<file path="src/rtl/up16_io_pkg.sv">
// Shared types and frame constants for the up16 serial I/O peripheral.
package up16_io_pkg;
  typedef enum logic [1:0] {
    IDLE  = 2'd0,
    START = 2'd1,
    DATA  = 2'd2,
    STOP  = 2'd3
  } uart_state_t;

  localparam int DATA_BITS  = 8;
  localparam int FRAME_BITS = 10;
endpackage

</file>
<file path="src/rtl/io_uart_if.sv">
// CPU-side register/flag bundle between the up16 core and io_uart.
interface io_uart_if;
  logic [7:0] outr;
  logic       out_load;
  logic       inp_ack;
  logic       err_clr;
  logic [7:0] inpr;
  logic       fgi;
  logic       fgo;
  logic       rx_ovr;
  logic       frame_err;

  modport master (
    output outr, out_load, inp_ack, err_clr,
    input  inpr, fgi, fgo, rx_ovr, frame_err
  );

  modport slave (
    input  outr, out_load, inp_ack, err_clr,
    output inpr, fgi, fgo, rx_ovr, frame_err
  );
endinterface

</file>
<file path="src/rtl/io_uart_rx.sv">
// 8N1 receiver: input synchronizer, mid-bit sampling FSM and the INPR/FGI/error flags.
module io_uart_rx
  import up16_io_pkg::*;
#(
  parameter int CLKS_PER_BIT = 16
) (
  input  logic       clk,
  input  logic       rst,
  input  logic       rx,
  input  logic       inp_ack,
  input  logic       err_clr,
  output logic [7:0] inpr,
  output logic       fgi,
  output logic       rx_ovr,
  output logic       frame_err
);
  localparam int             CW        = $clog2(CLKS_PER_BIT);
  localparam logic [CW-1:0]  CNT_ZERO  = {CW{1'b0}};
  localparam logic [CW-1:0]  CNT_ONE   = {{(CW-1){1'b0}}, 1'b1};
  localparam logic [CW-1:0]  CNT_LAST  = CW'(CLKS_PER_BIT - 1);
  localparam logic [CW-1:0]  CNT_HALF  = CW'(CLKS_PER_BIT / 2 - 1);
  localparam logic [2:0]     LAST_BIT  = 3'(DATA_BITS - 1);

  logic          rx_meta_r, rx_sync_r, rx_prev_r;
  uart_state_t   state_r, state_s;
  logic [CW-1:0] cnt_r, cnt_s;
  logic [2:0]    bit_r, bit_s;
  logic [7:0]    shift_r, shift_s;
  logic [7:0]    inpr_r, inpr_s;
  logic          fgi_r, fgi_s;
  logic          ovr_r, ovr_s;
  logic          ferr_r, ferr_s;
  logic          done_s, bad_s;

  // Next-state, sampling and flag logic.
  always_comb begin
    state_s = state_r;
    cnt_s   = (cnt_r == CNT_LAST) ? CNT_ZERO : cnt_r + CNT_ONE;
    bit_s   = bit_r;
    shift_s = shift_r;
    inpr_s  = inpr_r;
    done_s  = 1'b0;
    bad_s   = 1'b0;

    case (state_r)
      IDLE: begin
        cnt_s = CNT_ZERO;
        if (rx_prev_r && !rx_sync_r) begin
          state_s = START;
        end else begin
          state_s = IDLE;
        end
      end
      START: begin
        if (cnt_r == CNT_HALF) begin
          cnt_s   = CNT_ZERO;
          bit_s   = 3'd0;
          state_s = rx_sync_r ? IDLE : DATA;
        end else begin
          state_s = START;
        end
      end
      DATA: begin
        if (cnt_r == CNT_LAST) begin
          shift_s = {rx_sync_r, shift_r[7:1]};
          if (bit_r == LAST_BIT) begin
            state_s = STOP;
          end else begin
            bit_s = bit_r + 3'd1;
          end
        end else begin
          state_s = DATA;
        end
      end
      STOP: begin
        if (cnt_r == CNT_LAST) begin
          state_s = IDLE;
          done_s  = rx_sync_r;
          bad_s   = !rx_sync_r;
        end else begin
          state_s = STOP;
        end
      end
      default: begin
        state_s = IDLE;
        cnt_s   = CNT_ZERO;
      end
    endcase

    fgi_s  = inp_ack ? 1'b0 : fgi_r;
    ovr_s  = err_clr ? 1'b0 : ovr_r;
    ferr_s = err_clr ? 1'b0 : ferr_r;

    // A completed byte always lands; overrun only if the previous one is still unread.
    if (done_s) begin
      inpr_s = shift_r;
      fgi_s  = 1'b1;
      if (fgi_r && !inp_ack) begin
        ovr_s = 1'b1;
      end else begin
        ovr_s = ovr_s;
      end
    end else begin
      inpr_s = inpr_s;
    end

    if (bad_s) begin
      ferr_s = 1'b1;
    end else begin
      ferr_s = ferr_s;
    end
  end

  // Synchronizer, FSM and flag registers.
  always_ff @(posedge clk) begin
    if (rst) begin
      rx_meta_r <= 1'b1;
      rx_sync_r <= 1'b1;
      rx_prev_r <= 1'b1;
      state_r   <= IDLE;
      cnt_r     <= CNT_ZERO;
      bit_r     <= 3'd0;
      shift_r   <= 8'h00;
      inpr_r    <= 8'h00;
      fgi_r     <= 1'b0;
      ovr_r     <= 1'b0;
      ferr_r    <= 1'b0;
    end else begin
      rx_meta_r <= rx;
      rx_sync_r <= rx_meta_r;
      rx_prev_r <= rx_sync_r;
      state_r   <= state_s;
      cnt_r     <= cnt_s;
      bit_r     <= bit_s;
      shift_r   <= shift_s;
      inpr_r    <= inpr_s;
      fgi_r     <= fgi_s;
      ovr_r     <= ovr_s;
      ferr_r    <= ferr_s;
    end
  end

  assign inpr      = inpr_r;
  assign fgi       = fgi_r;
  assign rx_ovr    = ovr_r;
  assign frame_err = ferr_r;
endmodule

</file>
<file path="src/rtl/io_uart.sv">
// up16 serial I/O peripheral: 8N1 transmitter for OUTR/FGO plus the io_uart_rx receiver for INPR/FGI.
module io_uart
  import up16_io_pkg::*;
#(
  parameter int CLKS_PER_BIT = 16
) (
  input  logic       clk,
  input  logic       rst,
  input  logic       rx,
  output logic       tx,
  io_uart_if.slave   bus
);
  localparam int             CW       = $clog2(CLKS_PER_BIT);
  localparam logic [CW-1:0]  CNT_ZERO = {CW{1'b0}};
  localparam logic [CW-1:0]  CNT_ONE  = {{(CW-1){1'b0}}, 1'b1};
  localparam logic [CW-1:0]  CNT_LAST = CW'(CLKS_PER_BIT - 1);
  localparam logic [2:0]     LAST_BIT = 3'(DATA_BITS - 1);

  uart_state_t   state_r, state_s;
  logic [CW-1:0] cnt_r, cnt_s;
  logic [2:0]    bit_r, bit_s;
  logic [7:0]    shift_r, shift_s;
  logic          tx_r, tx_s;
  logic          fgo_r, fgo_s;
  logic          bit_end_s;

  assign bit_end_s = (cnt_r == CNT_LAST);

  // TX next-state and line/flag logic; tx and fgo are computed here and registered below.
  always_comb begin
    state_s = state_r;
    cnt_s   = bit_end_s ? CNT_ZERO : cnt_r + CNT_ONE;
    bit_s   = bit_r;
    shift_s = shift_r;
    tx_s    = tx_r;
    fgo_s   = fgo_r;

    case (state_r)
      IDLE: begin
        cnt_s = CNT_ZERO;
        if (bus.out_load && fgo_r) begin
          state_s = START;
          shift_s = bus.outr;
          tx_s    = 1'b0;
          fgo_s   = 1'b0;
        end else begin
          state_s = IDLE;
          tx_s    = 1'b1;
        end
      end
      START: begin
        if (bit_end_s) begin
          state_s = DATA;
          bit_s   = 3'd0;
          tx_s    = shift_r[0];
          shift_s = {1'b0, shift_r[7:1]};
        end else begin
          state_s = START;
        end
      end
      DATA: begin
        if (bit_end_s) begin
          if (bit_r == LAST_BIT) begin
            state_s = STOP;
            tx_s    = 1'b1;
          end else begin
            bit_s   = bit_r + 3'd1;
            tx_s    = shift_r[0];
            shift_s = {1'b0, shift_r[7:1]};
          end
        end else begin
          state_s = DATA;
        end
      end
      STOP: begin
        if (bit_end_s) begin
          state_s = IDLE;
          fgo_s   = 1'b1;
        end else begin
          state_s = STOP;
        end
      end
      default: begin
        state_s = IDLE;
        cnt_s   = CNT_ZERO;
        tx_s    = 1'b1;
        fgo_s   = 1'b1;
      end
    endcase
  end

  // TX state and output registers.
  always_ff @(posedge clk) begin
    if (rst) begin
      state_r <= IDLE;
      cnt_r   <= CNT_ZERO;
      bit_r   <= 3'd0;
      shift_r <= 8'h00;
      tx_r    <= 1'b1;
      fgo_r   <= 1'b1;
    end else begin
      state_r <= state_s;
      cnt_r   <= cnt_s;
      bit_r   <= bit_s;
      shift_r <= shift_s;
      tx_r    <= tx_s;
      fgo_r   <= fgo_s;
    end
  end

  assign tx      = tx_r;
  assign bus.fgo = fgo_r;

  io_uart_rx #(
    .CLKS_PER_BIT (CLKS_PER_BIT)
  ) u_rx (
    .clk       (clk),
    .rst       (rst),
    .rx        (rx),
    .inp_ack   (bus.inp_ack),
    .err_clr   (bus.err_clr),
    .inpr      (bus.inpr),
    .fgi       (bus.fgi),
    .rx_ovr    (bus.rx_ovr),
    .frame_err (bus.frame_err)
  );
endmodule

</file>
<file path="src/flat_wrapper.sv">
// flat-port wrapper written by rule: the top's interface ports become plain ports
module io_uart_flat import up16_io_pkg::*;
#(
  parameter int CLKS_PER_BIT = 16
)
  (clk, rst, rx, tx, bus_outr, bus_out_load, bus_inp_ack, bus_err_clr, bus_inpr, bus_fgi, bus_fgo, bus_rx_ovr, bus_frame_err);
  io_uart_if bus_i ();
  input  logic clk;
  input  logic rst;
  input  logic rx;
  output logic tx;
  input wire logic [$bits(bus_i.outr)-1:0] bus_outr;
  input wire logic [$bits(bus_i.out_load)-1:0] bus_out_load;
  input wire logic [$bits(bus_i.inp_ack)-1:0] bus_inp_ack;
  input wire logic [$bits(bus_i.err_clr)-1:0] bus_err_clr;
  output wire logic [$bits(bus_i.inpr)-1:0] bus_inpr;
  output wire logic [$bits(bus_i.fgi)-1:0] bus_fgi;
  output wire logic [$bits(bus_i.fgo)-1:0] bus_fgo;
  output wire logic [$bits(bus_i.rx_ovr)-1:0] bus_rx_ovr;
  output wire logic [$bits(bus_i.frame_err)-1:0] bus_frame_err;
  assign bus_i.outr = bus_outr;
  assign bus_i.out_load = bus_out_load;
  assign bus_i.inp_ack = bus_inp_ack;
  assign bus_i.err_clr = bus_err_clr;
  assign bus_inpr = bus_i.inpr;
  assign bus_fgi = bus_i.fgi;
  assign bus_fgo = bus_i.fgo;
  assign bus_rx_ovr = bus_i.rx_ovr;
  assign bus_frame_err = bus_i.frame_err;
  io_uart #(.CLKS_PER_BIT(CLKS_PER_BIT)) u_core (.clk(clk), .rst(rst), .rx(rx), .tx(tx), .bus(bus_i));
endmodule
</file>
<file path="config.mk">
export PLATFORM = sky130hd
export DESIGN_NAME = io_uart_flat
export DESIGN_NICKNAME = d
export VERILOG_FILES = /design/src/rtl/up16_io_pkg.sv /design/src/rtl/io_uart_if.sv /design/src/rtl/io_uart_rx.sv /design/src/rtl/io_uart.sv /design/src/flat_wrapper.sv
export SDC_FILE = /design/constraint.sdc
export NUM_CORES = 1
export LEC_CHECK = 0
export ABC_CLOCK_PERIOD_IN_PS = 2100
export CAP_MARGIN = 20
export CORE_MARGIN = 3
export CORE_UTILIZATION = 55
export DETAILED_ROUTE_END_ITERATION = 12
export MAX_ROUTING_LAYER = met4
export PLACE_DENSITY_LB_ADDON = 0.08
export SETUP_SLACK_MARGIN = 0.05
export SLEW_MARGIN = 10
export SYNTH_ARGS = -nofsm -noshare
export SYNTH_HDL_FRONTEND = slang
export SYNTH_SLANG_ARGS = --single-unit
</file>
<file path="constraint.sdc">
create_clock -name clk -period 2.1 [get_ports clk]
set_clock_uncertainty 0.15 [all_clocks]
set_input_delay 0.21 -clock clk [delete_from_list [all_inputs] [get_ports clk]]
set_output_delay 0.21 -clock clk [all_outputs]
set_load 0.005 [all_outputs]
</file>
==> summary.md, run 1 <==
| Metric | Value |
|---|---|
| Synth Warn # | 0 |
| Root buf cell | clkbuf_8 |
| EDFF count, synth | 0 |
| Avg Inst Size Synth | roughly 9.9 sq um |
| Clock share of power | 0.340 |
| Min-Delay Path Class | input pin to flop |
| CTS Hold Bufs | 0 |
| Core area | ~3800 sq um |
| Pin count of the biggest net entering global routing | 31 |
| Min Tclk post-route | between 1.5 and 2 ns |
| Final hold slack | around 0.20 ns |
| RSZ-0062 raised after global routing | no |
| Resized cells post-CTS | 0 |
| Htree depth | 2 |
| Row count | 22 |
| Leakage power | between 0.9 and 1 nW |
| Starting Density | 0.591 |
| N_diodes | 0 |
| Slew margin rel. | 0.652 |
| WL/cell | 12.8 um |
| Largest cells by area after synthesis | dfxtp_1, mux2i_1, nor2_1, ha_1, a211oi_2 |
| FMAX | 520 MHz |
| Pwr Density | roughly 660 nW/um^2 |
| DRT antenna net count | 0 |
| Worst Setup Path Type | flop to flop |
| Hold Vio Cnt, Final | 0 |
| Post-Synthesis Cell Area | 2230 sq um |
| Final TNS setup | 0 ns |
| Die W | approximately 70 um |
| GRT Total Usage | 0.175 |
| Final wirelength | between 3 and 4 mm |
| Seq cells post-synth | 50 |
| Final Setup Violations | 0 |
| Met2 Use GR | 0.261 |
| Fillers | 308 |
| Placed cell count | around 300 |
| Synth area leader | dfxtp_1 |
| Worst-path maximum fanout | 16 |
| Met1 Usage GRT | 0.230 |
| Primary FF master, synth | dfxtp_1 |
| Initial antenna violation count | 0 |
| CTS tree | yes |
| Seq/Total Area, Yosys | 0.449 |
| Reg power frac | 0.569 |
| Num CTS Buffers | 5 |
| Pins Over Slew Limit | 0 |
| CTS max path bufs | 2 |
| IO Pins | 27 |
| Worst setup EP type | flop |
| Switch Pwr | roughly 0.44 mW |
| Post-synthesis cell count | about 230 |
| Vias | between 1500 and 2000 |
| Fin nets | about 280 |
| Number of global-route vias before repair | 1542 |
| Worst EP arrival | 2.02 ns |
| Sw frac | 0.253 |
| I/O Buffers | 26 |
| CP Launch Type | flop |
| CTS sink cnt | 50 |
| Worst-Margin Slew | between 0.5 and 0.6 ns |
| Max Cap Viol | 0 |
| Area Growth Syn to Fin | 18.5% |
| Synth top area share | 0.449 |
| Netlist cell types | 41 |
| Post-CTS setup buffers | 0 |
| Clk Latency, worst-skew pair | roughly 0.31 ns |
| GRT Max-Usage Layer | met2 |
| Critical Path RT | roughly 2.2 ns |
| Peak supply drop | ~530 uV |
| Outcome | completed |
| Logic pwr share | 0.091 |
| Die ar. | slightly below 5000 sq um |
| RD Place Congestion | roughly 0.8 |
| Tcrit/Tclk final | 0.916 |
| DR pass1 iterations | 4 |
| Die H | 69.7 um |
| Ys async rst share | 0 |
| Total grt overflow | 0 |
| Fin cells | about 310 |
| First-pass GRT wire length | 6.86 mm |
| Met3 Track Usage GR | 0.0493 |
| Clock slew seen by the registers of the worst setup and hold paths | approximately 0.10 ns |
| Vias per Instance | about 5.4 |
| Syn nets | 251 |
| DRC | 0 |
| Share of layout cells above drive strength 1 | 0.128 |
| Int Pwr | between 1 and 1.5 mW |
| DP HPWL | 2.74 mm |
| 1st-iter DRT viols | around 110 |
==> power groups by stage <==
stage	logic (mW)	clock network, mW	registers [mW]
after floorplan	0.114	0	1.01
after global placement	0.156	0	1.01
after detailed placement	0.158	0	1.01
after CTS	0.158	0.603	0.991
after global routing	0.173	0.639	0.996
final	0.158	0.592	0.991
==> cell families (layout without fill, tap and decap cells) <==
family,after synthesis,in the layout,share of synthesized area
AND/OR/NAND/NOR,79,79,0.181
flip-flops,50,50,0.449
AO/OA/AOI/OAI,41,41,0.150
multiplexers,25,25,0.112
buffers and inverters,17,48,0.0337
adder cells (fa/ha/maj),11,11,0.0617
XOR/XNOR,3,3,0.0118
==> layer usage <==
metal	wire length, um	share of wire	vias to the layer above
met1	2020	0.52	757
li1	-	-	863
met5	0	0	-
met3	134	0.034	6
met2	1700	0.43	22
met4	60	0.015	0
==> synth_stat cells (4+ instances only) <==
library cell	n
a21oi_1	10
a211oi_2	7
ha_1	11
a32oi_1	4
nor2_1	42
mux2i_1	25
nor3_1	5
or2_2	5
clkbuf_1	4
nand2_1	7
a31oi_1	4
dfxtp_1	50
inv_1	8
==> per-stage QoR <==
stage | instance area [sq um] | power (mW) | worst slack (ns) | utilization
floorplan | 2230 | 1.12 | 0.247 | -
global placement | 2540 | 1.17 | 0.258 | 0.675
detailed placement | 2540 | 1.17 | 0.200 | 0.675
CTS | 2640 | 1.75 | 0.177 | 0.701
global route | 2640 | 1.81 | 0.0817 | 0.701
finish | 2640 | 1.74 | 0.176 | 0.701
==> cell usage in the layout (no fill, tap or decap), types with 3 or more instances in the layout <==
master and instances:
ha_1 11, dfxtp_1 50, a32oi_1 4, or2_2 5, a31oi_1 4, nor3_1 5
xnor2_1 3, nand3b_1 3, a211oi_1 3, mux2i_1 25, a211oi_2 7, nor2_1 42
buf_4 6, inv_1 8, clkbuf_8 5, nand2_1 7, clkdlybuf4s50_1 25, a21oi_1 10
==> layout make-up <==
type                            instances  area [sq um]  area share
Inverter                                8          30.0      0.0114
Timing Repair Buffer                   32           300       0.114
Tap cell                               48          60.1      0.0227
Clock inverter                          3          28.8      0.0109
Clock buffer                            5          68.8      0.0260
Multi-Input combinational cell        159          1150       0.437
Sequential cell                        50          1000       0.379
==> worst max-delay path: stages (launching register included) <==
cell	delay [ns]
dfxtp_1	0.36
ha_1	0.16
ha_1	0.20
and4b_1	0.23
o311a_4	0.48
nand2b_1	0.17
a21oi_1	0.11
==> sequential cells by signal (all words and copies together) (netlist names), 2 cells and up <==
register,flops
u_core.u_rx.state_r,2
u_core.shift_r,8
u_core.cnt_r,4
u_core.bit_r,3
u_core.u_rx.shift_r,8
u_core.u_rx.cnt_r,4
u_core.u_rx.inpr,8
u_core.state_r,2
u_core.u_rx.bit_r,3
==> worst paths after layout <==
kind / to / cells after the start / slack, ns / from
setup / recovery: u_core.shift_r[7] / 6 / 0.18 / u_core.bit_r[0]
hold / removal: u_core.u_rx.inpr[0] / 2 / 0.20 / rst
setup reg to reg: u_core.shift_r[7] / 6 / 0.18 / u_core.bit_r[0]
hold reg to reg: u_core.u_rx.rx_sync_r / 1 / 0.30 / u_core.u_rx.rx_meta_r
(Power assumes the default switching activity.)
==> run 2: changes to the inputs <==
--- a/config.mk
+++ b/config.mk
@@ -9,4 +9,6 @@
 export CAP_MARGIN = 20
+export CELL_PAD_IN_SITES_DETAIL_PLACEMENT = 1
+export CELL_PAD_IN_SITES_GLOBAL_PLACEMENT = 2
 export CORE_MARGIN = 3
-export CORE_UTILIZATION = 55
+export CORE_UTILIZATION = 35
 export DETAILED_ROUTE_END_ITERATION = 12
--- a/constraint.sdc
+++ b/constraint.sdc
@@ -4,2 +4,2 @@
 set_output_delay 0.21 -clock clk [all_outputs]
-set_load 0.005 [all_outputs]
+set_load 0.1 [all_outputs]
==> summary.md, run 2 (synthesis gave the netlist of run 1 again) <==
| Metric | Value |
|---|---|
| Outcome | completed (unchanged) |
| Starting Density | 0.368 (was 0.591) |
| Clk Latency, worst-skew pair | 0.30 ns (was 0.31 ns) |
| Die ar. | 7360 sq um (was 4850 sq um) |
| Num CTS Buffers | 5 (unchanged) |
| Hold Vio Cnt, Final | 0 (unchanged) |
| Pin count of the biggest net entering global routing | 31 (unchanged) |
| Vias per Instance | 5.12 (was 5.40) |
| Area Growth Syn to Fin | 19.5% (was 18.5%) |
| Critical Path Slowest Stage Cell | o311a_2 (was o311a_4) |
| Tcrit/Tclk final | 0.933 (was 0.916) |
| Pins Over Slew Limit | 0 (unchanged) |
| WP buf/inv | 1 (was 0) |
| Htree depth | 2 (unchanged) |
| Final Setup Violations | 0 (unchanged) |
| Fin nets | 283 (was 281) |
| N_diodes | 0 (unchanged) |
| Worst setup EP type | flop (unchanged) |
| Row count | 28 (was 22) |
| Pwr Total | 1.75 mW (was 1.74 mW) |
| Fillers | 726 (was 308) |
| FMAX | 510 MHz (was 520 MHz) |
| Die W | 85.8 um (was 69.7 um) |
| Leakage power | 0.999 nW (was 0.969 nW) |
| Finished Core Util | 0.440 (was 0.701) |
| Total grt overflow | 0 (unchanged) |
| Clock slew seen by the registers of the worst setup and hold paths | 0.09 ns (was 0.10 ns) |
| Final wirelength | 4.67 mm (was 3.92 mm) |
| Worst-path maximum fanout | 8 (was 16) |
| CP Launch Type | flop (unchanged) |
| Max Cap Viol | 0 (unchanged) |
| FF-to-FF setup slack | 0.14 ns (was 0.18 ns) |
| Critical-path cell list | inv_1, ha_2, and4b_1, o311a_2, nor2_1, a211oi_2 (was ha_1, ha_1, and4b_1, o311a_4, nand2b_1, a21oi_1) |
| Worst Setup Path Type | flop to flop (unchanged) |
| Number of global-route vias before repair | 1729 (was 1542) |
| Fin cells | 334 (was 305) |
| Root buf cell | clkbuf_8 (unchanged) |
| DRT antenna net count | 0 (unchanged) |
| RD Place Congestion | 0.742 (was 0.797) |
| Min Tclk post-route | 1.96 ns (was 1.92 ns) |
| RSZ-0062 raised after global routing | yes (was no) |
| Initial antenna violation count | 0 (unchanged) |
| 1st-iter DRT viols | 35 (was 108) |
| Critical Path RT | 2.14 ns (was 2.20 ns) |
| Slew margin rel. | 0.607 (was 0.652) |
| First-pass GRT wire length | 7.76 mm (was 6.86 mm) |
| GRT Total Usage | 0.135 (was 0.175) |
| IO Pins | 27 (unchanged) |
| Post-CTS setup buffers | 0 (unchanged) |
| Crit-path leading delay family | compound AO/OA/AOI/OAI gates (unchanged) |
| CTS sink cnt | 50 (unchanged) |
| CTS max path bufs | 2 (unchanged) |
| DRC | 0 (unchanged) |
| I/O Buffers | 26 (unchanged) |
| DP HPWL | 3.27 mm (was 2.74 mm) |
| Final TNS setup | 0 ns (unchanged) |
| Die H | 85.8 um (was 69.7 um) |
| Worst EP arrival | 2.00 ns (was 2.02 ns) |
| DR pass1 iterations | 4 (unchanged) |
| Share of layout cells above drive strength 1 | 0.193 (was 0.128) |
| WL/cell | 14.0 um (was 12.8 um) |
| CTS tree | yes (unchanged) |
| Most common cell after layout, fill and taps aside | dfxtp_1 (unchanged) |
| Pwr Density | 658 nW/um^2 (was 659 nW/um^2) |
| Min-Delay Path Class | input pin to flop (unchanged) |
| Crit-path max cell delay | 0.53 ns (was 0.48 ns) |
| Peak supply drop | 440 uV (was 526 uV) |
| Worst-Margin Slew | 0.589 ns (was 0.521 ns) |
| Core area | 6060 sq um (was 3770 sq um) |
| Placed cell count | 325 (was 297) |
| Most frequent cells in the layout | dfxtp_1, nor2_1, mux2i_1 (was dfxtp_1, nor2_1, mux2i_1, clkdlybuf4s50_1, ha_1) |
| Vias | 1709 (was 1648) |
-- run 2: what timing repair did --
item / in CTS / in global routing
hold buffers: 0 / 0
hold endpoints to repair: 0 / 0
gates resized for setup: 0 / 2
setup endpoints to repair: 0 / 2
-- run 2: metrics by stage --
stage | setup WS [ns] | instance area, sq um | hold WS [ns]
after floorplan | 0.247 | 2230 | 0.164
after global placement | 0.232 | 2550 | 0.248
after detailed placement | 0.194 | 2550 | 0.246
after CTS | 0.174 | 2650 | 0.249
after global routing | 0.0294 | 2670 | 0.286
final | 0.141 | 2670 | 0.238
-- run 2: path summary, 6_finish.rpt --
check | from | end | cells past startpoint
max | u_core.state_r[0] | u_core.shift_r[4] | 6
min | rst | u_core.u_rx.fgi | 2
max reg2reg | u_core.state_r[0] | u_core.shift_r[4] | 6
min reg2reg | u_core.u_rx.rx_meta_r | u_core.u_rx.rx_sync_r | 1
-- run 2: layout make-up --
| cell class | count | area (sq um) | share of cell area |
|---|---|---|---|
| Tap cell | 75 | 93.8 | 0.0352 |
| Sequential cell | 50 | 1000 | 0.376 |
| Clock buffer | 7 | 86.3 | 0.0324 |
| Multi-Input combinational cell | 160 | 1170 | 0.440 |
| Clock inverter | 1 | 5.00 | 0.00188 |
| Inverter | 8 | 30.0 | 0.0113 |
| Timing Repair Buffer | 33 | 275 | 0.103 |
-- run 2: where the power goes --
| part | switching (mW) | total (mW) | internal [mW] |
|---|---|---|---|
| sequential | 0.0182 | 0.992 | 0.973 |
| clock | 0.304 | 0.571 | 0.266 |
| combinational | 0.109 | 0.192 | 0.0825 |
| total | 0.432 | 1.75 | 1.32 |
-- run 2: per-layer routing --
layer,track usage,vias up,wire length [um]
met3,0.0288,9,128
met5,-,-,0
met2,0.216,20,2090
li1,-,873,-
met4,0.0518,0,71
met1,0.166,807,2370
